$ cat src/rtl/poly_voice_engine.sv
// Multi-voice DDS sine engine: voices share one quarter-wave sine table and one multiplier,
// stepping each voice's envelope once per audio frame and summing into one saturated sample.
module poly_voice_engine #(
  parameter int NUM_VOICES   = 4,
  parameter int PHASE_W      = 32,
  parameter int OUT_W        = 16,
  parameter int ENV_W        = 8,
  parameter int ATTACK_STEP  = 8,
  parameter int RELEASE_STEP = 2,
  localparam int CV_W = (NUM_VOICES > 1) ? $clog2(NUM_VOICES) : 1
) (
  input  logic                  clk,
  input  logic                  AUD_DACLRCK,
  input  logic                  sample_tick,
  input  logic                  cmd_valid,
  output logic                  cmd_ready,
  input  logic [CV_W-1:0]       cmd_voice,
  input  logic [PHASE_W-1:0]    cmd_incr,
  output logic [OUT_W-1:0]      mix_out,
  output logic                  mix_valid,
  output logic [NUM_VOICES-1:0] voice_active,
  output logic                  overrun
);

  localparam int VCNT_W = $clog2(NUM_VOICES + 1);
  localparam int ACC_W  = OUT_W + $clog2(NUM_VOICES) + 1;
  localparam logic [ENV_W-1:0] ENV_FULL = '1;
  localparam logic [ENV_W:0]   ATK = (ENV_W + 1)'(ATTACK_STEP);
  localparam logic [ENV_W:0]   REL = (ENV_W + 1)'(RELEASE_STEP);
  localparam logic signed [ACC_W-1:0] MIX_MAX = {{(ACC_W - OUT_W + 1){1'b0}}, {(OUT_W - 1){1'b1}}};
  localparam logic signed [ACC_W-1:0] MIX_MIN = {{(ACC_W - OUT_W + 1){1'b1}}, {(OUT_W - 1){1'b0}}};

  // First quadrant of a 256-point sine, amplitude 32767; entry 64 is the peak.
  localparam logic [14:0] QTAB [65] = '{
    15'd0,     15'd804,   15'd1608,  15'd2410,  15'd3212,  15'd4011,  15'd4808,  15'd5602,
    15'd6393,  15'd7179,  15'd7962,  15'd8739,  15'd9512,  15'd10278, 15'd11039, 15'd11793,
    15'd12539, 15'd13279, 15'd14010, 15'd14732, 15'd15446, 15'd16151, 15'd16846, 15'd17530,
    15'd18204, 15'd18868, 15'd19519, 15'd20159, 15'd20787, 15'd21403, 15'd22005, 15'd22594,
    15'd23170, 15'd23731, 15'd24279, 15'd24811, 15'd25329, 15'd25832, 15'd26319, 15'd26790,
    15'd27245, 15'd27683, 15'd28105, 15'd28510, 15'd28898, 15'd29268, 15'd29621, 15'd29956,
    15'd30273, 15'd30571, 15'd30852, 15'd31113, 15'd31356, 15'd31580, 15'd31785, 15'd31971,
    15'd32137, 15'd32285, 15'd32412, 15'd32521, 15'd32609, 15'd32678, 15'd32728, 15'd32757,
    15'd32767
  };

  typedef enum logic [1:0] {S_IDLE, S_PASS, S_FLUSH} top_state_t;
  typedef enum logic [1:0] {V_IDLE, V_ATTACK, V_SUSTAIN, V_RELEASE} voice_state_t;

  top_state_t state, state_next;
  voice_state_t vstate [NUM_VOICES];
  logic [PHASE_W-1:0] phase [NUM_VOICES];
  logic [PHASE_W-1:0] incr  [NUM_VOICES];
  logic [ENV_W-1:0]   env   [NUM_VOICES];

  logic [VCNT_W-1:0] vidx;
  logic signed [ACC_W-1:0] acc, prod_q, prod_term;
  logic [OUT_W-1:0] mix_sat;

  voice_state_t sel_state, nxt_state;
  logic [PHASE_W-1:0] sel_phase, sel_incr, nxt_phase;
  logic [ENV_W-1:0] sel_env, nxt_env;
  logic [ENV_W:0] env_up;
  logic [7:0] sidx;
  logic [6:0] qk, qaddr;
  logic [14:0] mag;
  logic signed [OUT_W-1:0] sine_mag, sine;
  logic signed [OUT_W+ENV_W:0] prod_full;
  logic signed [OUT_W:0] prod_narrow;

  always_ff @(posedge clk or negedge AUD_DACLRCK) begin
    if (!AUD_DACLRCK) state <= S_IDLE;
    else              state <= state_next;
  end

  always_comb begin
    state_next = state;
    cmd_ready  = 1'b0;
    case (state)
      S_IDLE: begin
        cmd_ready = 1'b1;
        if (sample_tick) state_next = S_PASS;
      end
      S_PASS:  if (vidx == VCNT_W'(NUM_VOICES)) state_next = S_FLUSH;
      S_FLUSH: state_next = S_IDLE;
      default: state_next = S_IDLE;
    endcase
  end

  always_comb begin
    sel_state = V_IDLE;
    sel_phase = '0;
    sel_incr  = '0;
    sel_env   = '0;
    for (int i = 0; i < NUM_VOICES; i++) begin
      if (VCNT_W'(i) == vidx) begin
        sel_state = vstate[i];
        sel_phase = phase[i];
        sel_incr  = incr[i];
        sel_env   = env[i];
      end
    end
  end

  // Sine lookup, gain and envelope step for the voice being processed this cycle.
  always_comb begin
    sidx        = sel_phase[PHASE_W-1 -: 8];
    qk          = {1'b0, sidx[5:0]};
    qaddr       = sidx[6] ? (7'd64 - qk) : qk;
    mag         = QTAB[qaddr];
    sine_mag    = OUT_W'(mag);
    sine        = sidx[7] ? -sine_mag : sine_mag;
    prod_full   = sine * $signed({1'b0, sel_env});
    prod_narrow = (OUT_W + 1)'(prod_full >>> ENV_W);
    prod_term   = (sel_state == V_IDLE) ? '0 : ACC_W'(prod_narrow);
    env_up      = {1'b0, sel_env} + ATK;
    nxt_state   = sel_state;
    nxt_env     = sel_env;
    nxt_phase   = sel_phase + sel_incr;
    case (sel_state)
      V_IDLE: nxt_phase = sel_phase;
      V_ATTACK: begin
        if (env_up >= {1'b0, ENV_FULL}) begin
          nxt_env   = ENV_FULL;
          nxt_state = V_SUSTAIN;
        end else begin
          nxt_env = env_up[ENV_W-1:0];
        end
      end
      V_RELEASE: begin
        if ({1'b0, sel_env} <= REL) begin
          nxt_env   = '0;
          nxt_state = V_IDLE;
          nxt_phase = '0;
        end else begin
          nxt_env = sel_env - REL[ENV_W-1:0];
        end
      end
      default: nxt_env = sel_env;
    endcase
  end

  // Commands only land in IDLE and passes only in PASS, so a voice never sees both at once.
  always_ff @(posedge clk or negedge AUD_DACLRCK) begin
    if (!AUD_DACLRCK) begin
      for (int i = 0; i < NUM_VOICES; i++) begin
        vstate[i] <= V_IDLE;
        phase[i]  <= '0;
        incr[i]   <= '0;
        env[i]    <= '0;
      end
    end else begin
      for (int i = 0; i < NUM_VOICES; i++) begin
        if (cmd_valid && cmd_ready && cmd_voice == CV_W'(i)) begin
          if (cmd_incr != '0) begin
            incr[i] <= cmd_incr;
            if (vstate[i] == V_IDLE) begin
              vstate[i] <= V_ATTACK;
              env[i]    <= '0;
              phase[i]  <= '0;
            end else if (vstate[i] == V_RELEASE) begin
              vstate[i] <= V_ATTACK;
            end
          end else if (vstate[i] == V_ATTACK || vstate[i] == V_SUSTAIN) begin
            vstate[i] <= V_RELEASE;
          end
        end else if (state == S_PASS && vidx == VCNT_W'(i)) begin
          vstate[i] <= nxt_state;
          phase[i]  <= nxt_phase;
          env[i]    <= nxt_env;
        end
      end
    end
  end

  always_comb begin
    if (acc > MIX_MAX)      mix_sat = MIX_MAX[OUT_W-1:0];
    else if (acc < MIX_MIN) mix_sat = MIX_MIN[OUT_W-1:0];
    else                    mix_sat = acc[OUT_W-1:0];
  end

  // Products are registered one cycle before accumulation, so one drain step follows the last voice.
  always_ff @(posedge clk or negedge AUD_DACLRCK) begin
    if (!AUD_DACLRCK) begin
      vidx      <= '0;
      acc       <= '0;
      prod_q    <= '0;
      mix_out   <= '0;
      mix_valid <= 1'b0;
      overrun   <= 1'b0;
    end else begin
      mix_valid <= 1'b0;
      if (sample_tick && state != S_IDLE) overrun <= 1'b1;
      case (state)
        S_IDLE: begin
          if (sample_tick) begin
            vidx   <= '0;
            acc    <= '0;
            prod_q <= '0;
          end
        end
        S_PASS: begin
          acc <= acc + prod_q;
          if (vidx != VCNT_W'(NUM_VOICES)) begin
            prod_q <= prod_term;
            vidx   <= vidx + 1'b1;
          end
        end
        S_FLUSH: begin
          mix_out   <= mix_sat;
          mix_valid <= 1'b1;
        end
        default: mix_valid <= 1'b0;
      endcase
    end
  end

  always_comb begin
    voice_active = '0;
    for (int i = 0; i < NUM_VOICES; i++) voice_active[i] = (vstate[i] != V_IDLE);
  end

endmodule

$ cat config.mk
export PLATFORM = sky130hd
export DESIGN_NAME = poly_voice_engine
export DESIGN_NICKNAME = d
export VERILOG_FILES = /design/src/rtl/poly_voice_engine.sv
export SDC_FILE = /design/constraint.sdc
export NUM_CORES = 1
export LEC_CHECK = 0
export CORE_MARGIN = 3
export CORE_UTILIZATION = 60
export CTS_CLUSTER_SIZE = 20
export DETAILED_ROUTE_END_ITERATION = 7
export GPL_ROUTABILITY_DRIVEN = 0
export PLACE_DENSITY = 0.78
export SETUP_SLACK_MARGIN = 0.4
export SLEW_MARGIN = 5
export SYNTH_ARGS = -nofsm -noshare
export SYNTH_HDL_FRONTEND = slang
export SYNTH_SLANG_ARGS = --single-unit
$ cat constraint.sdc
create_clock -name clk -period 20.9 [get_ports clk]
set_input_delay 4.18 -clock clk [delete_from_list [all_inputs] [get_ports clk]]
set_output_delay 4.18 -clock clk [all_outputs]
set_load 0.01 [all_outputs]
==> flow_summary_export.csv <==
group,metric,value,unit
min_path,hp-class,"reg -> reg",
yosys,syn_area,0.02582,sq mm
floorplan,die_h,213.5,um
worst_setup_path,worstPathMaxFanout,40,
yosys,ys_seq_area_share,34.40,%
floorplan,die_w,213.5,um
timing,report.final.setup_viol,0,
clock_network,cts_resized,0,
worst_setup_path,critPathMostFrequentCell,"inv_1",
grt,grt_max_degree,186,
clock_network,h-tree-depth,2,
clock_network,clk_latency,0.58,ns
timing,worstMarginPinSlew,1.247,ns
yosys,yosysTopAreaCell,"dfrtp_1",
yosys,ys_warn_count,0,
floorplan,core,0.04223,sq mm
grt,antenna_found_initial,0,
drt,wire_per_inst,21.43,um
timing,fin_crit_sh,60.75,%
timing,finalHoldViolCount,0,
yosys,ys_seq_elements,355,
yosys,synthTopCellsByArea,"dfrtp_1 (34%), nand2_1 (8.5%), fa_1 (8.0%)",
finish,final_nets,3222,
worst_setup_path,worstPathRequired,21.33,ns
drt,avgViaCountPerCell,6.674,
yosys,synth_xor_area_share,2.892,%
yosys,synth-simple-area-share,16.97,%
yosys,synth_top_family_by_area,"compound AO/OA/AOI/OAI gates",
grt,grt_first_pass_wirelength,121800,um
yosys,synthFlopType,"dfrtp_1",
worst_setup_path,cp-start-kind,"register",
timing,fin_crit,12.70,ns
finish,fillers,3308,
timing,fin_worst_skew,0.02821,ns
worst_setup_path,arrival,13.13,ns
yosys,synthMuxAreaShare,2.146,%
yosys,synthesis.nets,3261,
placement,placed_cell_area,0.02681,sq mm
timing,fmax,78.76,MHz
finish,syn2layout_area_growth,9.137,%
floorplan,die_area,0.04557,sq mm
timing,rsz0062_at_grt,"false",
clock_network,clock_sinks,355,
drt,firstDrtPassIters,8,
yosys,synth_top_area_share,34.40,%
floorplan,io_pins,61,
finish,drive_gt1_share,7.360,%
run,drv_cap,0,
grt,first_global_vias,23420,
drt,drt-total-wl,75620,um
yosys,synthCells,2996,
clock_network,postCtsSetupBuffers,0,
timing,relSlewSlack,14.71,%
floorplan,initial_core_util,61.16,%
worst_setup_path,crit_slowest_cell,"nand2b_1",
clock_network,clock-root-buffer,"clkbuf_16",
clock_network,cts_tree,"done",
yosys,synth_edf_count,0,
clock_network,clkTransAtPathRegs,0.06,ns
grt,grt_overflow,0,
yosys,synth-async-reset-ratio,100.0,%
floorplan,rows,75,
yosys,synth-adder-area-share,13.99,%
outcome,violations,"DRC",
finish,fin_area,0.02818,sq mm
yosys,syn_area_per_cell,8.620,sq um
worst_setup_path,slowest_delay,0.83,ns
outcome,status,"finished, violations left",
yosys,synth_most_common_cell,"nand2_1",
drt,drtAntennaViolNets,0,
timing,fin_tns_setup,0,ns
clock_network,holdBufCountCts,0,
yosys,yosysUniqueCellTypes,100,
grt,track_usage,33.08,%
placement,dp.cells,3453,
drt,drcViolationCount,2,
yosys,synth-compound-area-share,23.62,%
timing,slew_violations,0,
worst_setup_path,path_class,"reg -> reg",
worst_setup_path,crit_path_end_kind,"register",
placement,port_buffers,60,
placement,dp_hpwl,51140,um
clock_network,cts_buffers,41,
finish,num_antenna_cells,0,
finish,finalNonFillerCells,3528,
drt,dr_total_vias,23550,
drt,drtIter0Drc,2544,
clock_network,ctsLongestPathBuffers,3,
yosys,synth_common_cells,"nand2_1 (586), dfrtp_1 (355), o21ai_0 (311)",
## cells in the final DEF (no fill, tap or decap), types with 18 or more instances in the layout
cell type and instances:
nand2_1 585, dfrtp_1 355, o21ai_0 311, inv_1 214, nor2_1 165, ha_1 123, a21oi_1 110, fa_1 103
a22o_1 92, a221o_1 60, clkdlybuf4s50_1 59, nand2b_1 53, xnor2_1 48, clkbuf_16 42, buf_4 40, mux2_2 37
nor3_1 36, nand3_1 32, xor2_1 28, a22oi_1 27, a21o_1 26, nor4_1 19, a31oi_1 18, a211oi_1 18
## sequential cells by signal, indices dropped and copies added, names as in the netlist
signal and flops:
acc 19, env 32, incr 128, mix_out 16, mix_valid 1, overrun 1, phase 128, prod_q 17
state 2, vidx 3, vstate 8
## metrics by stage
step / setup slack, ns / hold WS [ns] / utilization [%]
5_1_grt: 7.334 / 0.4914 / 66.74
3_3_place_gp: 9.035 / 0.4481 / 63.48
2_1_floorplan: 10.73 / 0.4404 / -
3_5_place_dp: 8.519 / 0.4568 / 63.48
6_report: 8.204 / 0.4702 / 66.74
4_1_cts: 8.463 / 0.4699 / 66.74
## path summary, 6_finish.rpt
path,endpoint,start,cells after the start,slack (ns)
max in group asynchronous,phase[22],AUD_DACLRCK,2,15.69
worst min-delay path,incr[36],incr[36],2,0.47
worst max-delay path,prod_q[17],vidx[2],41,8.20
min in group asynchronous,mix_valid,AUD_DACLRCK,1,3.64
worst max register to register,prod_q[17],vidx[2],41,8.20
worst min register to register,incr[36],incr[36],2,0.47
## worst max-delay path: cells and delay by family, from the launching register on
| family | cells | cell delay (ns) |
|---|---|---|
| buffers and inverters | 8 | 1.40 |
| flip-flops | 1 | 0.56 |
| XOR/XNOR | 1 | 0.53 |
| AO/OA/AOI/OAI | 14 | 3.88 |
| AND/OR/NAND/NOR | 9 | 2.16 |
| adder cells (fa/ha/maj) | 9 | 4.02 |
## layer usage
| layer | global-route usage (%) | wire length [um] | up-vias |
|---|---|---|---|
| met5 | 0 | 0 | - |
| met1 | 43.30 | 29460 | 11480 |
| met3 | 5.208 | 6826 | 289 |
| met2 | 54.09 | 35460 | 1365 |
| li1 | - | - | 10420 |
| met4 | 16.39 | 3869 | 0 |
## cell type report
| cell class | instances | area [sq um] | area share, % |
|---|---|---|---|
| Timing Repair Buffer | 101 | 925.9 | 3.285 |
| Clock inverter | 17 | 196.4 | 0.6970 |
| Clock buffer | 58 | 1181 | 4.191 |
| Inverter | 218 | 819.5 | 2.908 |
| Multi-Input combinational cell | 2240 | 15500 | 55.01 |
| Tap cell | 539 | 674.4 | 2.393 |
| Sequential cell | 355 | 8884 | 31.52 |
## cell families after synthesis
kind of cell / Yosys count
AOI/OAI and AO/OA: 880
xor gates and xnor gates: 81
adders and majority gates: 227
buffers and inverters: 401
DFF: 355
muxes: 49
and+or+nand+nor: 1003
Power is not shown: default switching activity piles up to over one toggle a cycle in this logic, so the estimate is an artifact.
